### config.mk
export PLATFORM = sky130hd
export DESIGN_NAME = rgb2gray_engine
export DESIGN_NICKNAME = d
export VERILOG_FILES = /design/src/rtl/rgb2gray_engine.sv
export SDC_FILE = /design/constraint.sdc
export NUM_CORES = 1
export LEC_CHECK = 0
export ABC_AREA = 1
export BUFFER_PORTS_ARGS = -buffer_cell sky130_fd_sc_hd__buf_2
export CORE_MARGIN = 2
export CORE_UTILIZATION = 61
export CTS_CLUSTER_DIAMETER = 50
export DETAILED_ROUTE_END_ITERATION = 7
export GPL_TIMING_DRIVEN = 0
export PLACE_DENSITY = 0.81
export SETUP_SLACK_MARGIN = 0.02
export SYNTH_ARGS = -nofsm -noshare
export SYNTH_HDL_FRONTEND = slang
export SYNTH_SLANG_ARGS = --single-unit
export TNS_END_PERCENT = 5
### constraint.sdc
create_clock -name i_CLK -period 6.9 [get_ports i_CLK]
set_input_delay 0 -clock i_CLK [delete_from_list [all_inputs] [get_ports i_CLK]]
set_output_delay 0 -clock i_CLK [all_outputs]
set_load 0.005 [all_outputs]
### src/rtl/rgb2gray_engine.sv
// rgb2gray_engine: streams an RGB444 frame from the colour BRAM through a
// three-stage pipeline, converts each pixel to 8-bit luminance and writes it to
// the gray BRAM at the same address. One pixel per clock when granted.
module rgb2gray_engine #(
   parameter int unsigned NPIX = 76800,
   parameter int unsigned AW   = 17,
   parameter int unsigned CW   = 12,
   parameter int unsigned GW   = 8
) (
   input  logic          i_CLK,
   input  logic          i_RST,
   input  logic          i_START,
   input  logic          i_GRANT,
   output logic          o_BUSY,
   output logic          o_DONE,
   output logic          o_COLOR_RDEN,
   output logic [AW-1:0] o_COLOR_RDADDR,
   input  logic [CW-1:0] i_COLOR_RDDATA,
   output logic          o_GRAY_WREN,
   output logic [AW-1:0] o_GRAY_WRADDR,
   output logic [GW-1:0] o_GRAY_WRDATA
);

   typedef enum logic [1:0] {StIdle, StRun, StDrain, StDone} state_e;

   localparam logic [AW-1:0] LastAddr = AW'(NPIX - 1);

   state_e        state_q, state_d;

   // Next address to read; never advances past LastAddr.
   logic [AW-1:0] cnt_q, cnt_d;

   // Stage 1: registered read request.
   logic          rden_q, rden_d;
   logic [AW-1:0] rdaddr_q, rdaddr_d;

   // Stage 2: request delayed to line up with the BRAM read data.
   logic          v2_q, v2_d;
   logic [AW-1:0] a2_q, a2_d;

   // Stage 3: registered write.
   logic          wren_q, wren_d;
   logic [AW-1:0] wraddr_q, wraddr_d;
   logic [GW-1:0] wrdata_q, wrdata_d;

   logic          accept;
   logic          issue;
   logic [AW-1:0] issue_addr;
   logic          last_issue;
   logic          last_write;

   logic [3:0]    r4, g4, b4;
   logic [7:0]    r8, g8, b8;
   logic [15:0]   luma_sum;
   logic [GW-1:0] gray;

   // Decode start acceptance and read issue for this cycle.
   always_comb begin
      accept     = i_START && i_GRANT && ((state_q == StIdle) || (state_q == StDone));
      // The first read goes out on the same edge the start is accepted.
      issue      = accept || ((state_q == StRun) && i_GRANT);
      issue_addr = accept ? '0 : cnt_q;
      last_issue = issue && (issue_addr == LastAddr);
      last_write = wren_q && (wraddr_q == LastAddr);
   end

   // FSM state register.
   always_ff @(posedge i_CLK) begin
      if (i_RST) begin
         state_q <= StIdle;
      end else begin
         state_q <= state_d;
      end
   end

   // FSM next-state logic.
   always_comb begin
      state_d = state_q;
      unique case (state_q)
         StIdle, StDone: begin
            if (accept) begin
               state_d = last_issue ? StDrain : StRun;
            end
         end
         StRun: begin
            if (last_issue) begin
               state_d = StDrain;
            end
         end
         StDrain: begin
            if (last_write) begin
               state_d = StDone;
            end
         end
         default: state_d = StIdle;
      endcase
   end

   // FSM outputs.
   always_comb begin
      o_BUSY = (state_q == StRun) || (state_q == StDrain);
      o_DONE = (state_q == StDone);
   end

   // Luminance: nibbles are widened by replication, weights sum to 256.
   always_comb begin
      r4       = i_COLOR_RDDATA[11:8];
      g4       = i_COLOR_RDDATA[7:4];
      b4       = i_COLOR_RDDATA[3:0];
      r8       = {r4, r4};
      g8       = {g4, g4};
      b8       = {b4, b4};
      luma_sum = 16'd77 * 16'(r8) + 16'd150 * 16'(g8) + 16'd29 * 16'(b8);
      gray     = GW'(luma_sum >> 8);
   end

   // Pipeline and address counter next-state.
   always_comb begin
      cnt_d    = cnt_q;
      rden_d   = issue;
      rdaddr_d = rdaddr_q;
      if (issue) begin
         rdaddr_d = issue_addr;
         cnt_d    = last_issue ? issue_addr : issue_addr + AW'(1);
      end

      v2_d     = rden_q;
      a2_d     = rdaddr_q;

      wren_d   = v2_q;
      wraddr_d = wraddr_q;
      wrdata_d = wrdata_q;
      if (v2_q) begin
         wraddr_d = a2_q;
         wrdata_d = gray;
      end
   end

   // Pipeline and counter registers; reset kills any write in flight.
   always_ff @(posedge i_CLK) begin
      if (i_RST) begin
         cnt_q    <= '0;
         rden_q   <= 1'b0;
         rdaddr_q <= '0;
         v2_q     <= 1'b0;
         a2_q     <= '0;
         wren_q   <= 1'b0;
         wraddr_q <= '0;
         wrdata_q <= '0;
      end else begin
         cnt_q    <= cnt_d;
         rden_q   <= rden_d;
         rdaddr_q <= rdaddr_d;
         v2_q     <= v2_d;
         a2_q     <= a2_d;
         wren_q   <= wren_d;
         wraddr_q <= wraddr_d;
         wrdata_q <= wrdata_d;
      end
   end

   // Port drive.
   always_comb begin
      o_COLOR_RDEN   = rden_q;
      o_COLOR_RDADDR = rdaddr_q;
      o_GRAY_WREN    = wren_q;
      o_GRAY_WRADDR  = wraddr_q;
      o_GRAY_WRDATA  = wrdata_q;
   end

endmodule
# Word level (Yosys, flattened, before mapping)
# Cells that the tools add are included.
[totals]
word_cells = 41
ram_bits = 0
latch_bits = 0
rom_bits = 0
regBits = 81
n_memories = 0
[op_classes]
shift = 0
add_sub_neg = 3
n_reduce_logical = 11
n_eq_ne = 8
mul = 3
n_div = 0
bitwise_logic = 0
magnitude_cmp = 0
muxes = 7
[op_table]
columns = ["operator", "n"]
rows = [
  ["17-bit equality test (second input constant)", 2],
  ["17-bit two-way mux", 2],
  ["7-bit by 8-bit multiplier with 15-bit output (first input constant)", 2],
  ["17-bit by 1-bit adder with 17-bit output (second input constant)", 1],
  ["15-bit by 16-bit adder with 16-bit output", 1],
  ["16-bit by 13-bit adder with 16-bit output", 1],
  ["5-bit by 8-bit multiplier with 13-bit output (first input constant)", 1],
  ["2-bit two-way mux", 4],
  ["2-bit inequality test (second input constant)", 3],
  ["2-bit case mux with 3 select lines", 1],
  ["1-bit logical AND", 5],
  ["2-bit equality test (second input constant)", 2],
  ["1-bit logical OR", 3],
  ["3-bit AND reduction", 1],
  ["2-bit by 1-bit equality test with 1-bit output (second input constant)", 1],
  ["2-bit zero test", 1],
  ["2-bit OR reduction", 1],
]

# Logic depth before layout (Yosys ltp)
[logic_depth]
ltp_word = 9
mapped_depth = 29
depth_no_buf = 29

# Worst setup path before layout
# OpenSTA, ideal clock, no wires.
[synth_timing]
path_type = "in2reg"
startpoint = "input i_COLOR_RDDATA[5]"
endpoint = "register wrdata_q[7], in the netlist o_GRAY_WRDATA[7]"
n_path_buf = 0
arrival_time_ns = 5.235
stages = 26
path_slack_ns = 1.556
required_ns = 6.791
setup_ns = 0.109
cell_sequence = "ha_1 > ha_1 > ha_1 > inv_1 > fa_1 > inv_1 > ha_1 > a21o_1 > a31oi_1 > xor2_1 > fa_1 > fa_1 > fa_1 > inv_1 > fa_1 > ha_1 > nand2_1 > nor2_1 > and2_1 > nand2_1 > nand2_1 > inv_1 > nand2_1 > nand3_1 > nand2_1 > inv_1"
[synth_via]
elab_chain_len = 3
[synth_rtl]
columns = ["element", "line_no", "text"]
rows = [
  ["from (decl)", "18", "input logic [CW-1:0] i_COLOR_RDDATA,"],
  ["7-bit by 8-bit multiplier with 15-bit output", "113", "luma_sum = 16'd77 * 16'(r8) + 16'd150 * 16'(g8) + 16'd29 * 16'(b8);"],
  ["15-bit by 16-bit adder with 16-bit output", "113", ""],
  ["16-bit by 13-bit adder with 16-bit output", "113", ""],
  ["to (signal assigned)", "158", "wrdata_q <= wrdata_d;"],
  ["to (decl)", "44", "logic [GW-1:0] wrdata_q, wrdata_d;"],
]
# Every way passes these cells.
# A chain may end at the register's enable or synchronous reset.

# Worst setup path after layout
# Ends and elaborated chain as after synthesis.

==> flow_metrics.env <==
export IMPL_p_sw_share_pct=53.2
export IMPL_drc=0
export IMPL_async_reset_ff_share_pct=0
export IMPL_r2r_start="state_q[0]"
export IMPL_totalWireLength_um=14600
export IMPL_synthXorXnorAreaFrac_pct=1.59
export IMPL_clk_pin_slew_ns=0.09
export IMPL_hold_path_class="primary input to flip-flop"
export IMPL_tightest_slew_ns=0.541
export IMPL_final_util_pct=69.8
export IMPL_grtUsageTotal_pct=27.5
export IMPL_synth_edf_count=0
export IMPL_cp_arrival_ns=5.93
export IMPL_syn_to_final_growth_pct=10.4
export IMPL_grt_ovfl_total=0
export IMPL_min_from="i_GRANT"
export IMPL_post_route_min_period_ns=5.66
export IMPL_max_slew_margin_pct=63.9
export IMPL_worstPathMaxFanout=7
export IMPL_num_rows=37
export IMPL_dieArea_mm2=0.0117
export IMPL_yosysSeqAreaShare_pct=24.6
export IMPL_endpoint_kind="flip-flop"
export IMPL_critPathSlowestCell="fa_1"
export IMPL_vias_per_cell=5.19
export IMPL_cts_tree="yes"
export IMPL_hold_viol_final=0
export IMPL_finClkSkew_ns=0.0135
export IMPL_synth_main_ff_cell="dfxtp_1"
export IMPL_power_switching_uw=1910
export IMPL_synth_top_family_by_area="adder cells"
export IMPL_min_to="cnt_q[0]"
export IMPL_yosys_warnings=0
export IMPL_layoutNonFillerInstCount=1087
export IMPL_drive_above_1_share_pct=11.1
export IMPL_vdd_drop_max_mv=0.481
export IMPL_ys_ff_latch=81
export IMPL_cts_sinks=81
export IMPL_die_y_um=108
export IMPL_internal_power_uw=1680
export IMPL_cts_hold_buffers=0
export IMPL_drt_initial_drc_count=342
export IMPL_io_buffers=61
export IMPL_dieWidth_um=108
export IMPL_power_frac_clock_pct=10.2
export IMPL_p_per_area_mw_per_mm2=493
export IMPL_min_path_cells=4
export IMPL_synth_top_cell_by_area="dfxtp_1"
export IMPL_drt_pre_antenna_iters=5
export IMPL_cts_resized=0
export IMPL_muxShareOfSynthArea_pct=0
export IMPL_cts_path_max_buffers=2
export IMPL_synth_cell_types=36
export IMPL_pwr_share_comb_pct=74.9
export IMPL_diodes=0
export IMPL_r2r_end="state_q[0]"
export IMPL_final_max_slew_viol_count=0
export IMPL_grt_max_degree=17
export IMPL_numCtsBuffers=9
export IMPL_grt_pass1_wl_um=25400
export IMPL_yosys_area_share_simple_pct=23.3
export IMPL_max_freq_ghz=0.177
export IMPL_synthTopCellsByArea="dfxtp_1 (25%), ha_1 (16%), fa_1 (15%)"
export IMPL_coreArea_mm2=0.0104
export IMPL_netlist_area_leader_share_pct=24.6
export IMPL_final_antenna_net_count=0
export IMPL_antenna_found_initial=0
export IMPL_syn_nets=1024
export IMPL_synth_compound_area_share_pct=8.01
export IMPL_syn_inst=874
export IMPL_num_io_pins=62
export IMPL_reg2reg_slack_ns=4.08
export IMPL_dp_cells=1071
export IMPL_power_leakage_uw=0.00388
export IMPL_nFillCells=898
export IMPL_cp_start_kind="primary input"
export IMPL_whs_ns=0.155
export IMPL_yosysMostFrequentCell="inv_1"
export IMPL_critPathRequiredTime_ns=7.17
export IMPL_rsz0062_at_grt="no"
export IMPL_initial_core_util_pct=63.3
export IMPL_reg2reg_depth=17
export IMPL_synthTopCellsByCount="inv_1 (172), nand2_1 (170), nor2_1 (107)"
export IMPL_slowest_delay_ns=0.50
export IMPL_vias=5640
export IMPL_wl_per_cell_um=13.5
export IMPL_seq_power_share_pct=14.9
export IMPL_avgSynthCellArea_um2=7.54
export IMPL_maxCapViolations=0
export IMPL_synth_adder_area_share_pct=31.2
export IMPL_finalSetupViolCount=0
export IMPL_path_class="primary input to flip-flop"
export IMPL_fin_crit_sh_pct=82.1
export IMPL_hpwl_um=11800
export IMPL_grt_pass1_vias=5469
export IMPL_htree_levels=3
export IMPL_post_cts_buffers=0
export IMPL_gp_congestion=0.907
export IMPL_tns_ns=0
export IMPL_clockRootBuffer="clkbuf_8"
export IMPL_final_nets=1096
export IMPL_status="finished, final reports clean"
export IMPL_synth_area_mm2=0.00659
export IMPL_clock_latency_ns=0.37
cell usage in the layout, fill, tap and decap left out, types with 2 or more instances in the layout:
cell type,instances
inv_2,2
nand4_1,9
xor2_1,5
clkbuf_1,10
o211ai_1,2
nor2_4,2
ha_1,83
nand3_1,42
o21ai_0,40
clkbuf_8,9
nor2_1,107
nand2_1,170
nand2_2,6
a21o_1,4
inv_1,172
nand3_2,4
nand3b_1,2
and2_1,2
dfxtp_1,81
a31oi_1,5
fa_1,51
buf_6,2
xnor2_1,7
or2_2,2
nor3_1,5
buf_2,65
nor2_2,2
a21oi_1,38
o21bai_1,5
o21ai_1,3
inv_6,4
layer usage:
| layer | vias up | wire length [µm] | GRT usage (%) |
|---|---|---|---|
| li1 | 2861 | - | - |
| met1 | 2576 | 6920 | 39.2 |
| met2 | 189 | 6560 | 43.9 |
| met3 | 14 | 1020 | 5.49 |
| met4 | 0 | 147 | 5.77 |
| met5 | - | 0 | 0 |
worst max path at each step:
| stage | from | to | slack [ns] | cells past startpoint |
|---|---|---|---|---|
| after CTS | i_COLOR_RDDATA[5] | o_GRAY_WRDATA[7] | 1.26 | 27 |
| after global placement | i_COLOR_RDDATA[5] | o_GRAY_WRDATA[7] | 0.97 | 27 |
| after global routing | i_COLOR_RDDATA[5] | o_GRAY_WRDATA[7] | 0.89 | 27 |
| after floorplan | i_COLOR_RDDATA[5] | o_GRAY_WRDATA[7] | 1.56 | 26 |
| final | i_COLOR_RDDATA[5] | o_GRAY_WRDATA[7] | 1.24 | 27 |
| after detailed placement | i_COLOR_RDDATA[5] | o_GRAY_WRDATA[7] | 0.89 | 27 |
area by class of cell:
cell class	instances	area (µm²)	area share, %
tap	136	170	2.34
buffer	17	83.8	1.15
clock buffer	9	124	1.70
multi-input combinational	601	4230	58.1
sequential	81	1620	22.3
timing repair buffer	61	305	4.20
inverter	175	657	9.03
clock inverter	7	83.8	1.15
cell families after synthesis:
group	Yosys count
xor+xnor	12
simple gates	357
compound gates	98
fa+ha+maj	134
buf+inv	192
flops	81
per-stage QoR:
step                      worst slack [ns]  instance area [µm²]  total power, µW
after floorplan                       1.56                 6590             2620
after global placement               0.966                 7070             3130
after detailed placement             0.893                 7070             3180
after CTS                             1.26                 7270             3560
after global routing                 0.888                 7270             4050
final                                 1.24                 7270             3590
critical path: cells and delay by family:
family	cells	cell delay (ns)
fa+ha+maj	10	4.11
simple gates	8	0.84
buf+inv	6	0.40
compound gates	2	0.38
xor+xnor	1	0.22
sequential cells by signal, summed over array words and instances, names as in the netlist:
signal and cells:
cnt_q 17, v2_q 1, o_GRAY_WREN 1, state_q 2
o_GRAY_WRADDR 17, a2_q 17, o_COLOR_RDEN 1, o_GRAY_WRDATA 8
o_COLOR_RDADDR 17
power groups by stage:
| stage | Clock, µW | Sequential, µW | Combinational (µW) |
|---|---|---|---|
| global route | 391 | 541 | 3120 |
| CTS | 369 | 535 | 2660 |
| finish | 366 | 536 | 2680 |
| detailed placement | 0 | 544 | 2640 |
| floorplan | 0 | 541 | 2080 |
| global placement | 0 | 544 | 2580 |
Note: power is estimated with default switching activity, not from simulation.
